--- src/rtl/reg_writeback_unit_pkg.sv ---
// Shared types and constants for the MEM/WB writeback unit: select codes,
// load-type encodings, widths and the load-extension helpers.
package reg_writeback_unit_pkg;

  localparam int REG_W  = 5;
  localparam int DATA_W = 32;

  localparam logic [1:0] WB_SEL_ALU  = 2'b00;
  localparam logic [1:0] WB_SEL_LOAD = 2'b01;
  localparam logic [1:0] WB_SEL_LINK = 2'b10;

  localparam logic [2:0] LD_W  = 3'b000;
  localparam logic [2:0] LD_H  = 3'b001;
  localparam logic [2:0] LD_HU = 3'b010;
  localparam logic [2:0] LD_B  = 3'b011;
  localparam logic [2:0] LD_BU = 3'b100;

  typedef struct packed {
    logic [REG_W-1:0]  wr_reg;
    logic [DATA_W-1:0] data;
  } aux_entry_t;

  localparam int AUX_ENTRY_W = $bits(aux_entry_t);

  // Big-endian lanes: byte 0 lives in bits 31:24, halfword 0 in bits 31:16.
  function automatic logic [DATA_W-1:0] load_extend(input logic [2:0]        load_type,
                                                    input logic [1:0]        addr_lo,
                                                    input logic [DATA_W-1:0] word);
    logic [7:0]  lane_byte;
    logic [15:0] lane_half;
    logic [DATA_W-1:0] result;
    case (addr_lo)
      2'd0:    lane_byte = word[31:24];
      2'd1:    lane_byte = word[23:16];
      2'd2:    lane_byte = word[15:8];
      default: lane_byte = word[7:0];
    endcase
    lane_half = addr_lo[1] ? word[15:0] : word[31:16];
    case (load_type)
      LD_H:    result = {{16{lane_half[15]}}, lane_half};
      LD_HU:   result = {16'h0000, lane_half};
      LD_B:    result = {{24{lane_byte[7]}}, lane_byte};
      LD_BU:   result = {24'h000000, lane_byte};
      default: result = word;
    endcase
    return result;
  endfunction

  // Unknown load types behave as lw, so they share the word alignment rule.
  function automatic logic load_misaligned(input logic [2:0] load_type,
                                           input logic [1:0] addr_lo);
    logic bad;
    case (load_type)
      LD_B, LD_BU: bad = 1'b0;
      LD_H, LD_HU: bad = addr_lo[0];
      default:     bad = (addr_lo != 2'b00);
    endcase
    return bad;
  endfunction

endpackage

--- src/rtl/reg_writeback_unit_if.sv ---
// Bundle of MEM-stage inputs, aux result port and register-file write port.
// The slave modport is the writeback unit; the master is the surrounding pipeline.
interface reg_writeback_unit_if;
  import reg_writeback_unit_pkg::*;

  logic              mem_valid;
  logic              mem_reg_write;
  logic [REG_W-1:0]  mem_wr_reg;
  logic [1:0]        mem_wb_sel;
  logic [2:0]        mem_load_type;
  logic [DATA_W-1:0] mem_alu_result;
  logic [DATA_W-1:0] mem_read_data;
  logic [DATA_W-1:0] mem_pc_plus8;

  logic              aux_valid;
  logic              aux_ready;
  logic [REG_W-1:0]  aux_wr_reg;
  logic [DATA_W-1:0] aux_wr_data;

  logic              stall_req;
  logic              rf_reg_write;
  logic [REG_W-1:0]  rf_write_register;
  logic [DATA_W-1:0] rf_write_data;
  logic              wb_addr_err;

  modport master (
    output mem_valid, mem_reg_write, mem_wr_reg, mem_wb_sel, mem_load_type,
           mem_alu_result, mem_read_data, mem_pc_plus8,
           aux_valid, aux_wr_reg, aux_wr_data,
    input  aux_ready, stall_req, rf_reg_write, rf_write_register, rf_write_data,
           wb_addr_err
  );

  modport slave (
    input  mem_valid, mem_reg_write, mem_wr_reg, mem_wb_sel, mem_load_type,
           mem_alu_result, mem_read_data, mem_pc_plus8,
           aux_valid, aux_wr_reg, aux_wr_data,
    output aux_ready, stall_req, rf_reg_write, rf_write_register, rf_write_data,
           wb_addr_err
  );

endinterface

--- src/rtl/reg_writeback_unit_wb_aux_fifo.sv ---
// Small synchronous FIFO buffering multi-cycle unit results until a write slot
// frees up. Head entry is visible combinationally so it can be written on pop.
module wb_aux_fifo
  import reg_writeback_unit_pkg::*;
#(
  parameter int DEPTH = 2,
  parameter int WIDTH = AUX_ENTRY_W
) (
  input  logic             clk,
  input  logic             reset,
  input  logic             push,
  input  logic             pop,
  input  logic [WIDTH-1:0] din,
  output logic [WIDTH-1:0] dout,
  output logic             full,
  output logic             empty
);

  localparam int AW = $clog2(DEPTH);
  localparam logic [AW:0] PTR_ONE = (AW+1)'(1);

  logic [AW:0]      wr_ptr_reg;
  logic [AW:0]      rd_ptr_reg;
  logic [WIDTH-1:0] mem_reg [DEPTH];
  logic             do_push;
  logic             do_pop;

  // Extra pointer bit distinguishes full from empty when the indices match.
  assign empty   = (wr_ptr_reg == rd_ptr_reg);
  assign full    = (wr_ptr_reg[AW] != rd_ptr_reg[AW]) &&
                   (wr_ptr_reg[AW-1:0] == rd_ptr_reg[AW-1:0]);
  assign do_push = push & ~full;
  assign do_pop  = pop & ~empty;
  assign dout    = mem_reg[rd_ptr_reg[AW-1:0]];

  generate
    for (genvar gi = 0; gi < DEPTH; gi++) begin : g_entry
      always_ff @(posedge clk) begin
        if (do_push && (wr_ptr_reg[AW-1:0] == AW'(gi))) begin
          mem_reg[gi] <= din;
        end
      end
    end
  endgenerate

  always_ff @(posedge clk) begin
    if (reset) begin
      wr_ptr_reg <= '0;
      rd_ptr_reg <= '0;
    end else begin
      if (do_push) wr_ptr_reg <= wr_ptr_reg + PTR_ONE;
      if (do_pop)  rd_ptr_reg <= rd_ptr_reg + PTR_ONE;
    end
  end

endmodule

--- src/rtl/reg_writeback_unit.sv ---
// MEM/WB register and writeback mux; arbitrates the register-file write port between
// the pipeline and an aux FIFO. Define WB_UNALIGNED_EXC_EN to trap misaligned loads.
module reg_writeback_unit
  import reg_writeback_unit_pkg::*;
#(
  parameter int AUX_DEPTH    = 2,
  parameter int STARVE_LIMIT = 8
) (
  input  logic                 clk,
  input  logic                 reset,
  reg_writeback_unit_if.slave  wb_bus
);

  localparam int SW = $clog2(STARVE_LIMIT + 1);
  localparam logic [SW-1:0] STARVE_MAX = SW'(STARVE_LIMIT - 1);
  localparam logic [SW-1:0] STARVE_ONE = SW'(1);

  logic              wb_valid_reg;
  logic              wb_reg_write_reg;
  logic [REG_W-1:0]  wb_wr_reg_reg;
  logic [1:0]        wb_sel_reg;
  logic [2:0]        wb_load_type_reg;
  logic [DATA_W-1:0] wb_alu_result_reg;
  logic [DATA_W-1:0] wb_read_data_reg;
  logic [DATA_W-1:0] wb_pc_plus8_reg;

  logic [SW-1:0]     starve_cnt_reg;
  logic [SW-1:0]     starve_cnt_next;

  aux_entry_t        aux_in;
  aux_entry_t        aux_head;
  logic              fifo_full;
  logic              fifo_empty;
  logic              aux_push;
  logic              aux_pop;
  logic              aux_write;

  logic              addr_err;
  logic              pipe_wants;
  logic              forced;
  logic              pipe_grant;
  logic              stall_req;
  logic [DATA_W-1:0] pipe_data;

  logic              rf_we;
  logic [REG_W-1:0]  rf_reg;
  logic [DATA_W-1:0] rf_data;

  // Aux FIFO: no push while full, even in a cycle that also pops.
  assign aux_in   = '{wr_reg: wb_bus.aux_wr_reg, data: wb_bus.aux_wr_data};
  assign aux_push = wb_bus.aux_valid & ~fifo_full;

  wb_aux_fifo #(
    .DEPTH (AUX_DEPTH),
    .WIDTH (AUX_ENTRY_W)
  ) u_aux_fifo (
    .clk   (clk),
    .reset (reset),
    .push  (aux_push),
    .pop   (aux_pop),
    .din   (aux_in),
    .dout  (aux_head),
    .full  (fifo_full),
    .empty (fifo_empty)
  );

`ifdef WB_UNALIGNED_EXC_EN
  assign addr_err = wb_valid_reg & wb_reg_write_reg & (wb_sel_reg == WB_SEL_LOAD) &
                    load_misaligned(wb_load_type_reg, wb_alu_result_reg[1:0]);
`else
  assign addr_err = 1'b0;
`endif

  // Everything below depends only on registered state, so stall_req has no
  // combinational path from the mem_* inputs.
  assign pipe_wants = wb_valid_reg & wb_reg_write_reg & (wb_wr_reg_reg != '0) & ~addr_err;
  assign forced     = pipe_wants & ~fifo_empty & (starve_cnt_reg == STARVE_MAX);
  assign pipe_grant = pipe_wants & ~forced;
  assign aux_pop    = ~fifo_empty & ~pipe_grant;
  assign aux_write  = aux_pop & (aux_head.wr_reg != '0);
  assign stall_req  = forced;

  always_comb begin
    case (wb_sel_reg)
      WB_SEL_LOAD: pipe_data = load_extend(wb_load_type_reg, wb_alu_result_reg[1:0],
                                           wb_read_data_reg);
      WB_SEL_LINK: pipe_data = wb_pc_plus8_reg;
      default:     pipe_data = wb_alu_result_reg;
    endcase
  end

  always_comb begin
    rf_we   = 1'b0;
    rf_reg  = '0;
    rf_data = '0;
    if (pipe_grant) begin
      rf_we   = 1'b1;
      rf_reg  = wb_wr_reg_reg;
      rf_data = pipe_data;
    end else if (aux_write) begin
      rf_we   = 1'b1;
      rf_reg  = aux_head.wr_reg;
      rf_data = aux_head.data;
    end
  end

  // Starvation counts only cycles where a waiting aux entry lost to the pipeline.
  always_comb begin
    starve_cnt_next = starve_cnt_reg;
    if (fifo_empty || aux_pop) begin
      starve_cnt_next = '0;
    end else if (pipe_wants) begin
      starve_cnt_next = starve_cnt_reg + STARVE_ONE;
    end
  end

  always_ff @(posedge clk) begin
    if (reset) begin
      starve_cnt_reg <= '0;
    end else begin
      starve_cnt_reg <= starve_cnt_next;
    end
  end

  // On a forced slot the WB entry holds and retires on the following cycle.
  always_ff @(posedge clk) begin
    if (reset) begin
      wb_valid_reg      <= 1'b0;
      wb_reg_write_reg  <= 1'b0;
      wb_wr_reg_reg     <= '0;
      wb_sel_reg        <= WB_SEL_ALU;
      wb_load_type_reg  <= LD_W;
      wb_alu_result_reg <= '0;
      wb_read_data_reg  <= '0;
      wb_pc_plus8_reg   <= '0;
    end else if (!stall_req) begin
      wb_valid_reg      <= wb_bus.mem_valid;
      wb_reg_write_reg  <= wb_bus.mem_reg_write;
      wb_wr_reg_reg     <= wb_bus.mem_wr_reg;
      wb_sel_reg        <= wb_bus.mem_wb_sel;
      wb_load_type_reg  <= wb_bus.mem_load_type;
      wb_alu_result_reg <= wb_bus.mem_alu_result;
      wb_read_data_reg  <= wb_bus.mem_read_data;
      wb_pc_plus8_reg   <= wb_bus.mem_pc_plus8;
    end
  end

  assign wb_bus.aux_ready         = ~fifo_full;
  assign wb_bus.stall_req         = stall_req;
  assign wb_bus.rf_reg_write      = rf_we;
  assign wb_bus.rf_write_register = rf_reg;
  assign wb_bus.rf_write_data     = rf_data;
  assign wb_bus.wb_addr_err       = addr_err;

endmodule
--- src/flat_wrapper.sv ---
// flat-port wrapper written by rule: the top's interface ports become plain ports
module reg_writeback_unit_flat import reg_writeback_unit_pkg::*;
#(
  parameter int AUX_DEPTH    = 2,
  parameter int STARVE_LIMIT = 8
)
  (clk, reset, wb_bus_mem_valid, wb_bus_mem_reg_write, wb_bus_mem_wr_reg, wb_bus_mem_wb_sel, wb_bus_mem_load_type, wb_bus_mem_alu_result, wb_bus_mem_read_data, wb_bus_mem_pc_plus8, wb_bus_aux_valid, wb_bus_aux_wr_reg, wb_bus_aux_wr_data, wb_bus_aux_ready, wb_bus_stall_req, wb_bus_rf_reg_write, wb_bus_rf_write_register, wb_bus_rf_write_data, wb_bus_wb_addr_err);
  reg_writeback_unit_if wb_bus_i ();
  input  logic clk;
  input  logic reset;
  input wire logic [$bits(wb_bus_i.mem_valid)-1:0] wb_bus_mem_valid;
  input wire logic [$bits(wb_bus_i.mem_reg_write)-1:0] wb_bus_mem_reg_write;
  input wire logic [$bits(wb_bus_i.mem_wr_reg)-1:0] wb_bus_mem_wr_reg;
  input wire logic [$bits(wb_bus_i.mem_wb_sel)-1:0] wb_bus_mem_wb_sel;
  input wire logic [$bits(wb_bus_i.mem_load_type)-1:0] wb_bus_mem_load_type;
  input wire logic [$bits(wb_bus_i.mem_alu_result)-1:0] wb_bus_mem_alu_result;
  input wire logic [$bits(wb_bus_i.mem_read_data)-1:0] wb_bus_mem_read_data;
  input wire logic [$bits(wb_bus_i.mem_pc_plus8)-1:0] wb_bus_mem_pc_plus8;
  input wire logic [$bits(wb_bus_i.aux_valid)-1:0] wb_bus_aux_valid;
  input wire logic [$bits(wb_bus_i.aux_wr_reg)-1:0] wb_bus_aux_wr_reg;
  input wire logic [$bits(wb_bus_i.aux_wr_data)-1:0] wb_bus_aux_wr_data;
  output wire logic [$bits(wb_bus_i.aux_ready)-1:0] wb_bus_aux_ready;
  output wire logic [$bits(wb_bus_i.stall_req)-1:0] wb_bus_stall_req;
  output wire logic [$bits(wb_bus_i.rf_reg_write)-1:0] wb_bus_rf_reg_write;
  output wire logic [$bits(wb_bus_i.rf_write_register)-1:0] wb_bus_rf_write_register;
  output wire logic [$bits(wb_bus_i.rf_write_data)-1:0] wb_bus_rf_write_data;
  output wire logic [$bits(wb_bus_i.wb_addr_err)-1:0] wb_bus_wb_addr_err;
  assign wb_bus_i.mem_valid = wb_bus_mem_valid;
  assign wb_bus_i.mem_reg_write = wb_bus_mem_reg_write;
  assign wb_bus_i.mem_wr_reg = wb_bus_mem_wr_reg;
  assign wb_bus_i.mem_wb_sel = wb_bus_mem_wb_sel;
  assign wb_bus_i.mem_load_type = wb_bus_mem_load_type;
  assign wb_bus_i.mem_alu_result = wb_bus_mem_alu_result;
  assign wb_bus_i.mem_read_data = wb_bus_mem_read_data;
  assign wb_bus_i.mem_pc_plus8 = wb_bus_mem_pc_plus8;
  assign wb_bus_i.aux_valid = wb_bus_aux_valid;
  assign wb_bus_i.aux_wr_reg = wb_bus_aux_wr_reg;
  assign wb_bus_i.aux_wr_data = wb_bus_aux_wr_data;
  assign wb_bus_aux_ready = wb_bus_i.aux_ready;
  assign wb_bus_stall_req = wb_bus_i.stall_req;
  assign wb_bus_rf_reg_write = wb_bus_i.rf_reg_write;
  assign wb_bus_rf_write_register = wb_bus_i.rf_write_register;
  assign wb_bus_rf_write_data = wb_bus_i.rf_write_data;
  assign wb_bus_wb_addr_err = wb_bus_i.wb_addr_err;
  reg_writeback_unit #(.AUX_DEPTH(AUX_DEPTH), .STARVE_LIMIT(STARVE_LIMIT)) u_core (.clk(clk), .reset(reset), .wb_bus(wb_bus_i));
endmodule
--- config.mk ---
export PLATFORM = sky130hd
export DESIGN_NAME = reg_writeback_unit_flat
export DESIGN_NICKNAME = d
export VERILOG_FILES = /design/src/rtl/reg_writeback_unit_pkg.sv /design/src/rtl/reg_writeback_unit_if.sv /design/src/rtl/reg_writeback_unit_wb_aux_fifo.sv /design/src/rtl/reg_writeback_unit.sv /design/src/flat_wrapper.sv
export SDC_FILE = /design/constraint.sdc
export NUM_CORES = 1
export LEC_CHECK = 0
export CAP_MARGIN = 20
export CORE_MARGIN = 4
export CORE_UTILIZATION = 50
export DETAILED_ROUTE_END_ITERATION = 7
export PLACE_DENSITY = 0.81
export SYNTH_ARGS = -nofsm -noshare
export SYNTH_HDL_FRONTEND = slang
export SYNTH_SLANG_ARGS = --single-unit
--- constraint.sdc ---
create_clock -name clk -period 5.3 [get_ports clk]
set_input_delay 1.06 -clock clk [delete_from_list [all_inputs] [get_ports clk]]
set_output_delay 1.06 -clock clk [all_outputs]
set_load 0.01 [all_outputs]
==> results of run 1 <==
==> area by class of cell <==
class,instances,area [µm²],share of cell area [%]
clock buffers,22,495.5,4.498
multi-input cells,628,3568,32.39
clock inverters,10,121.4,1.102
inverters,13,50.05,0.4543
flip-flops and latches,191,4566,41.45
diodes,1,2.502,0.02272
well taps,220,275.3,2.499
repair buffers,196,1937,17.58
==> worst min path at each step <==
stage                     depth (start not counted)                           end                    startpoint  slack, ps
after floorplan                                   1      u_core.starve_cnt_reg[0]      u_core.starve_cnt_reg[0]        420
after global placement                            2  u_core.wb_alu_result_reg[20]  u_core.wb_alu_result_reg[20]        430
after detailed placement                          1      u_core.starve_cnt_reg[0]      u_core.starve_cnt_reg[0]        440
after CTS                                         2   u_core.wb_alu_result_reg[9]   u_core.wb_alu_result_reg[9]        450
after global routing                              2    u_core.wb_pc_plus8_reg[25]    u_core.wb_pc_plus8_reg[25]        470
final                                             2   u_core.wb_alu_result_reg[9]   u_core.wb_alu_result_reg[9]        450
==> power breakdown <==
part	total (W)	internal [W]	switching, W
clock	0.00132	0.000767	0.000556
sequential	0.00182	0.00172	0.0000959
combinational	0.00147	0.000772	0.000696
==> logic make-up after synthesis <==
kind of cell / Yosys count / share of synthesized area (%)
compound gates: 237 / 17.28
xor+xnor: 10 / 1.119
fa+ha+maj: 3 / 0.4417
buf+inv: 84 / 4.519
flops: 191 / 53.70
mux: 47 / 6.256
other cells: 1 / 0.04412
simple gates: 330 / 16.63
==> through the flow <==
stage / area, µm² / util [%]
floorplan: 8499 / -
global placement: 10400 / 62.47
detailed placement: 10400 / 62.47
CTS: 11010 / 66.18
global route: 11020 / 66.19
finish: 11020 / 66.19
==> cells in the final DEF, fill, tap and decap left out, types with 18 or more instances in the layout <==
master,netlist,final
nand2b_1,28,28
dfxtp_1,117,116
clkbuf_16,0,18
a32o_1,25,25
clkdlybuf4s50_1,0,186
nand2_1,237,237
nor2_1,36,35
a21oi_1,142,142
mux2_2,39,39
edfxtp_1,74,74
==> layer usage <==
layer,vias up,global-route usage (%),wire length [µm]
met2,335,40.08,11330
met4,6,8.736,587
li1,3457,-,-
met3,46,7.390,2214
met1,3351,31.85,10020
met5,-,0,44
==> worst register-to-register path: cells and delay by family (launching register included) <==
kind            cells  cell delay (ps)
compound gates      1               90
xor+xnor            1              110
buf+inv             2              980
flops               1              440
simple gates        3             1380
==> metrics.txt, run 1 <==
Critical Path Sink Type=output port; initial core utilization=51.07%; async set-or-reset flop fraction in the synthesized netlist=0%; Slew @ Worst Pin=1058 ps; clk slew on worst S/H paths=70 ps; critical path required time=4240 ps; PnR Total Power=0.004611 W; Netlist cell types=54; total track usage=24.79%; Worst EP arrival=3410 ps; Die Ht=138.4 µm; VDD IR max=260.9 µV; top cell type's share of synthesized area=27.56%; kind of critical path=register to output port; FP Rows=47; CTS max path bufs=2; drt via density=5.617; yosys warns=0; layout net count=1198; post-CTS sizing=0; final setup TNS=0 ps; Hold Buf Count CTS=0; mean post-synth cell area=9.412 µm²; gp weighted congestion=0.9332; residual antenna-violating net count after detailed routing=0; final std cells w/o fill=1281; status=complete, no violations; Final WS setup=834.0 ps; via count=7195; Syn Nets=1054; worst-path fanout max=22; vias in the first global route=7028; Leak=4.136 nW; Post-CTS Setup Inserts=0; CP top delay family=simple AND/OR/NAND/NOR gates; 1st-pass router iterations=7; f_max=223.9 MHz; Layout area overhead=29.60%; I/O pin total=189; # fillers=1324; largest net degree at the start of global routing=94; largest cells by area after synthesis=dfxtp_1, edfxtp_1, nand2_1; worst path buffer plus inverter count=2; Die Span X=138.4 µm; global-route wire length before repair=37790 µm; Final setup viols=0; final wirelength=24200 µm; final period utilization=84.26%; H-Tree Depth=4; # Max-Cap Violations=0; Clock Sinks=191; Worst path depth=6; clock latency on the worst-skew pair=430 ps; Clock Root Buffer=clkbuf_16; most used flip-flop cell after synthesis=dfxtp_1; die area=19150 µm²; DRT iter0 DRCs=595; Synth Instances=903; grt ovf=0; Post-synth EDFFs=74; crit-path cells=or4_1 -> o2111ai_1 -> nor4b_4 -> buf_4 -> a32o_1 -> clkdlybuf4s50_1; hpwl dp=16530 µm; Crit Reg-Reg Endpoint=u_core.wb_alu_result_reg[27]; clock period minus final worst setup slack=4466 ps; Hold Vio Cnt, Final=0; relative slew slack=29.43%; Critical-path top delay cell=nor4b_4; Synth Register Bits=191; Critical Path Source=u_core.wb_wr_reg_reg[0]; P per Cell Area=418.6 nW/µm²; sequential fraction of the synthesis area=53.70%; routed len/inst=18.89 µm; Hold Crit Class=register to register; Placed Cells=1248; share of cells above drive strength 1=8.774%; final hold slack=446.7 ps; clk_skew=9.943 ps; residual DRC count=0; reg2reg path depth=7; IO Port Bufs=187; most instantiated cells after synthesis=nand2_1, a21oi_1, dfxtp_1; Mapped Area=8499 µm²; core area=16640 µm²; crit path capture=wb_bus_rf_write_data[12]; Synth area leader=dfxtp_1; CTS tree=built; startpoint of the worst-slack reg-to-reg timing path=u_core.u_aux_fifo.wr_ptr_reg[0]; initial antenna violation count=4; unrepaired setup endpoints after global routing=no; max FFs per register=74; delay of the slowest critical-path stage=670 ps; r2r setup slk=2160 ps; most frequent cell after synthesis=nand2_1; type of origin of the critical path=register; Slew Viols, Final=0; Num CTS Buffers=17; Place WS=1316 ps
No activity file was read; power rests on OpenSTA's default activity.
==> inputs of run 2 (changes only) <==
==> constraint.sdc (replaced) <==
create_clock -name clk -period 4.6 [get_ports clk]
set_input_delay 0.92 -clock clk [delete_from_list [all_inputs] [get_ports clk]]
set_output_delay 0.92 -clock clk [all_outputs]
set_load 0.01 [all_outputs]
==> run 2 against run 1 <==
Against the previous run:
- combinational power grew 18%
- clock-buffer cell count fell by 2
- sequential share of layout area is 0.070 points lower
- clock skew hardly changed
- first-iteration DRC count rose by 6.4%
- utilization grew 0.11 points
- register-to-register slack lost 290 ps
- cell area increased by 0.17%
- cell count is 0.31% higher
==> metrics.txt, run 2 (synthesis gave the netlist of run 1 again) <==
CTS tree=built; clock share of power=27.6% (-1.1 points); H-Tree Depth=4 (unchanged); register share of total power=39.6% (about the same); # Max-Cap Violations=0 (unchanged); hpwl dp=16400 µm (-0.78%); final setup TNS=0 ps (unchanged); Leak=4.135 nW (about the same); final std cells w/o fill=1285 (+0.31%); clk slew on worst S/H paths=70 ps (about the same); gp weighted congestion=0.9330 (about the same); DRT iter0 DRCs=633 (+6.4%); largest net degree at the start of global routing=107 (+14%); most common cell after layout, fill and taps aside=nand2_1; Placed Cells=1252 (+0.32%); clock period minus final worst setup slack=4135 ps; most frequent cells in the layout=nand2_1, clkdlybuf4s50_1, a21oi_1; die area=19150 µm² (unchanged); Design Area, Final=11030 µm² (+0.17%); IO Port Bufs=187 (unchanged); initial antenna violation count=2 (-2); Num CTS Buffers=17 (unchanged); Final setup viols=0 (unchanged); crit-path cells=mux4_2 -> and3_4 -> o21ai_4 -> o21ai_0 -> a32o_1 -> clkdlybuf4s50_1; residual antenna-violating net count after detailed routing=0 (unchanged); FP Rows=47 (unchanged); grt ovf=0 (unchanged); Clock Root Buffer=clkbuf_16; PnR Total Power=0.005294 W (+15%); post-CTS sizing=0 (unchanged); I/O pin total=189 (unchanged); share of cells above drive strength 1=9.202% (+0.43 points); Post-CTS Setup Inserts=0 (unchanged); initial core utilization=51.07% (unchanged); status=complete, no violations; P per Cell Area=479.7 nW/µm² (+15%); switching portion of total power=29.79% (+0.55 points); Slew Viols, Final=0 (unchanged); Slew @ Worst Pin=1009 ps (-49.51 ps); VDD IR max=343.6 µV (+32%); switching pwr=0.001577 W (+17%); # fillers=1319 (-0.38%); internal power=0.003717 W (+14%); Critical Path Sink Type=output port; Layout area overhead=29.82%; relative slew slack=32.74% (+3.3 points); ant diodes=0 (-1); total track usage=24.60% (-0.19 points); clk_skew=9.809 ps (-0.1335 ps); 1st-pass router iterations=5 (-2); delay of the slowest critical-path stage=570 ps (-100 ps); f_max=241.9 MHz; layout net count=1203 (+0.42%); Hold Vio Cnt, Final=0 (unchanged); final wirelength=24200 µm (about the same); Clock Sinks=191 (unchanged); Die Ht=138.4 µm (unchanged); via count=7199 (+0.056%); final period utilization=89.89%; kind of critical path=register to output port; core area=16640 µm² (unchanged); critical path required time=3680 ps (-560 ps); drt via density=5.602 (-0.26%); unrepaired setup endpoints after global routing=no; worst-path fanout max=16 (-27%); type of origin of the critical path=register; Critical-path top delay cell=mux4_2; Hold Crit Class=register to register; clock latency on the worst-skew pair=430 ps (about the same); vias in the first global route=7009 (-0.27%); Die Span X=138.4 µm (unchanged); residual DRC count=0 (unchanged); routed len/inst=18.83 µm (-0.29%); global-route wire length before repair=37890 µm (+0.27%); CTS max path bufs=2 (unchanged); Comb pwr share=32.7% (+0.9 points); max FFs per register=74 (unchanged); Worst EP arrival=3210 ps (-200 ps); DP Area=10430 µm² (+0.29%); worst path buffer plus inverter count=1 (-1); CP top delay family=compound AO/OA/AOI/OAI gates; Hold Buf Count CTS=0 (unchanged)
-- run 2: cell types whose count changed in the layout (fill, tap and decap cells not counted) --
| cell | delta |
|---|---|
| clkinv_1 | -1 |
| clkinvlp_4 | +5 |
| clkbuf_16 | -1 |
| buf_4 | +4 |
| clkinv_2 | +1 |
| clkinv_4 | -2 |
| clkbuf_1 | +1 |
| diode_2 | -1 |
| clkbuf_8 | -2 |
| inv_6 | -1 |
| buf_16 | +1 |
-- run 2: layout make-up --
class,instances,area [µm²],area share [%]
Sequential cell,191,4566,41.38
Multi-Input combinational cell,628,3568,32.34
Timing Repair Buffer,201,1994,18.07
Clock buffer,20,446.7,4.048
Tap cell,220,275.3,2.495
Clock inverter,12,133.9,1.213
Inverter,13,50.05,0.4536
-- run 2: per-layer routing --
layer / share of wire [%] / vias up / global-route usage [%]
met1: 43 / 3406 / 32.41
met2: 47 / 295 / 39.08
met5: 0.16 / - / 0
met4: 2.0 / 4 / 7.332
li1: - / 3455 / -
met3: 8.5 / 39 / 7.873
-- run 2: worst min-delay path, cell delays in order, from the launching register on --
cell	delay [ps]
dfxtp_1	310
nand2_1	50
a21oi_1	50
-- run 2: per-stage QoR --
step	worst slack [ps]	util (%)	hold WS, ps
detailed placement	901.9	62.65	438.8
global route	275.7	66.30	469.9
global placement	1006	62.65	432.7
finish	465.2	66.30	447.9
CTS	437.7	66.14	449.0
floorplan	1614	-	417.7
-- run 2: power groups by stage --
| stage | Sequential, W | Combinational [W] | Clock (W) |
|---|---|---|---|
| finish | 0.00210 | 0.00173 | 0.00146 |
| detailed placement | 0.00213 | 0.00172 | 0 |
| global placement | 0.00212 | 0.00170 | 0 |
| floorplan | 0.00208 | 0.000926 | 0 |
| CTS | 0.00210 | 0.00173 | 0.00148 |
| global route | 0.00212 | 0.00186 | 0.00154 |
-- run 2: worst paths after layout --
kind	slack [ps]	cells past startpoint	to	from
max	470	6	wb_bus_rf_write_data[19]	u_core.wb_alu_result_reg[0]
min	450	2	u_core.wb_alu_result_reg[25]	u_core.wb_alu_result_reg[25]
max reg2reg	1870	8	u_core.wb_alu_result_reg[11]	u_core.u_aux_fifo.wr_ptr_reg[0]
min reg2reg	450	2	u_core.wb_alu_result_reg[25]	u_core.wb_alu_result_reg[25]
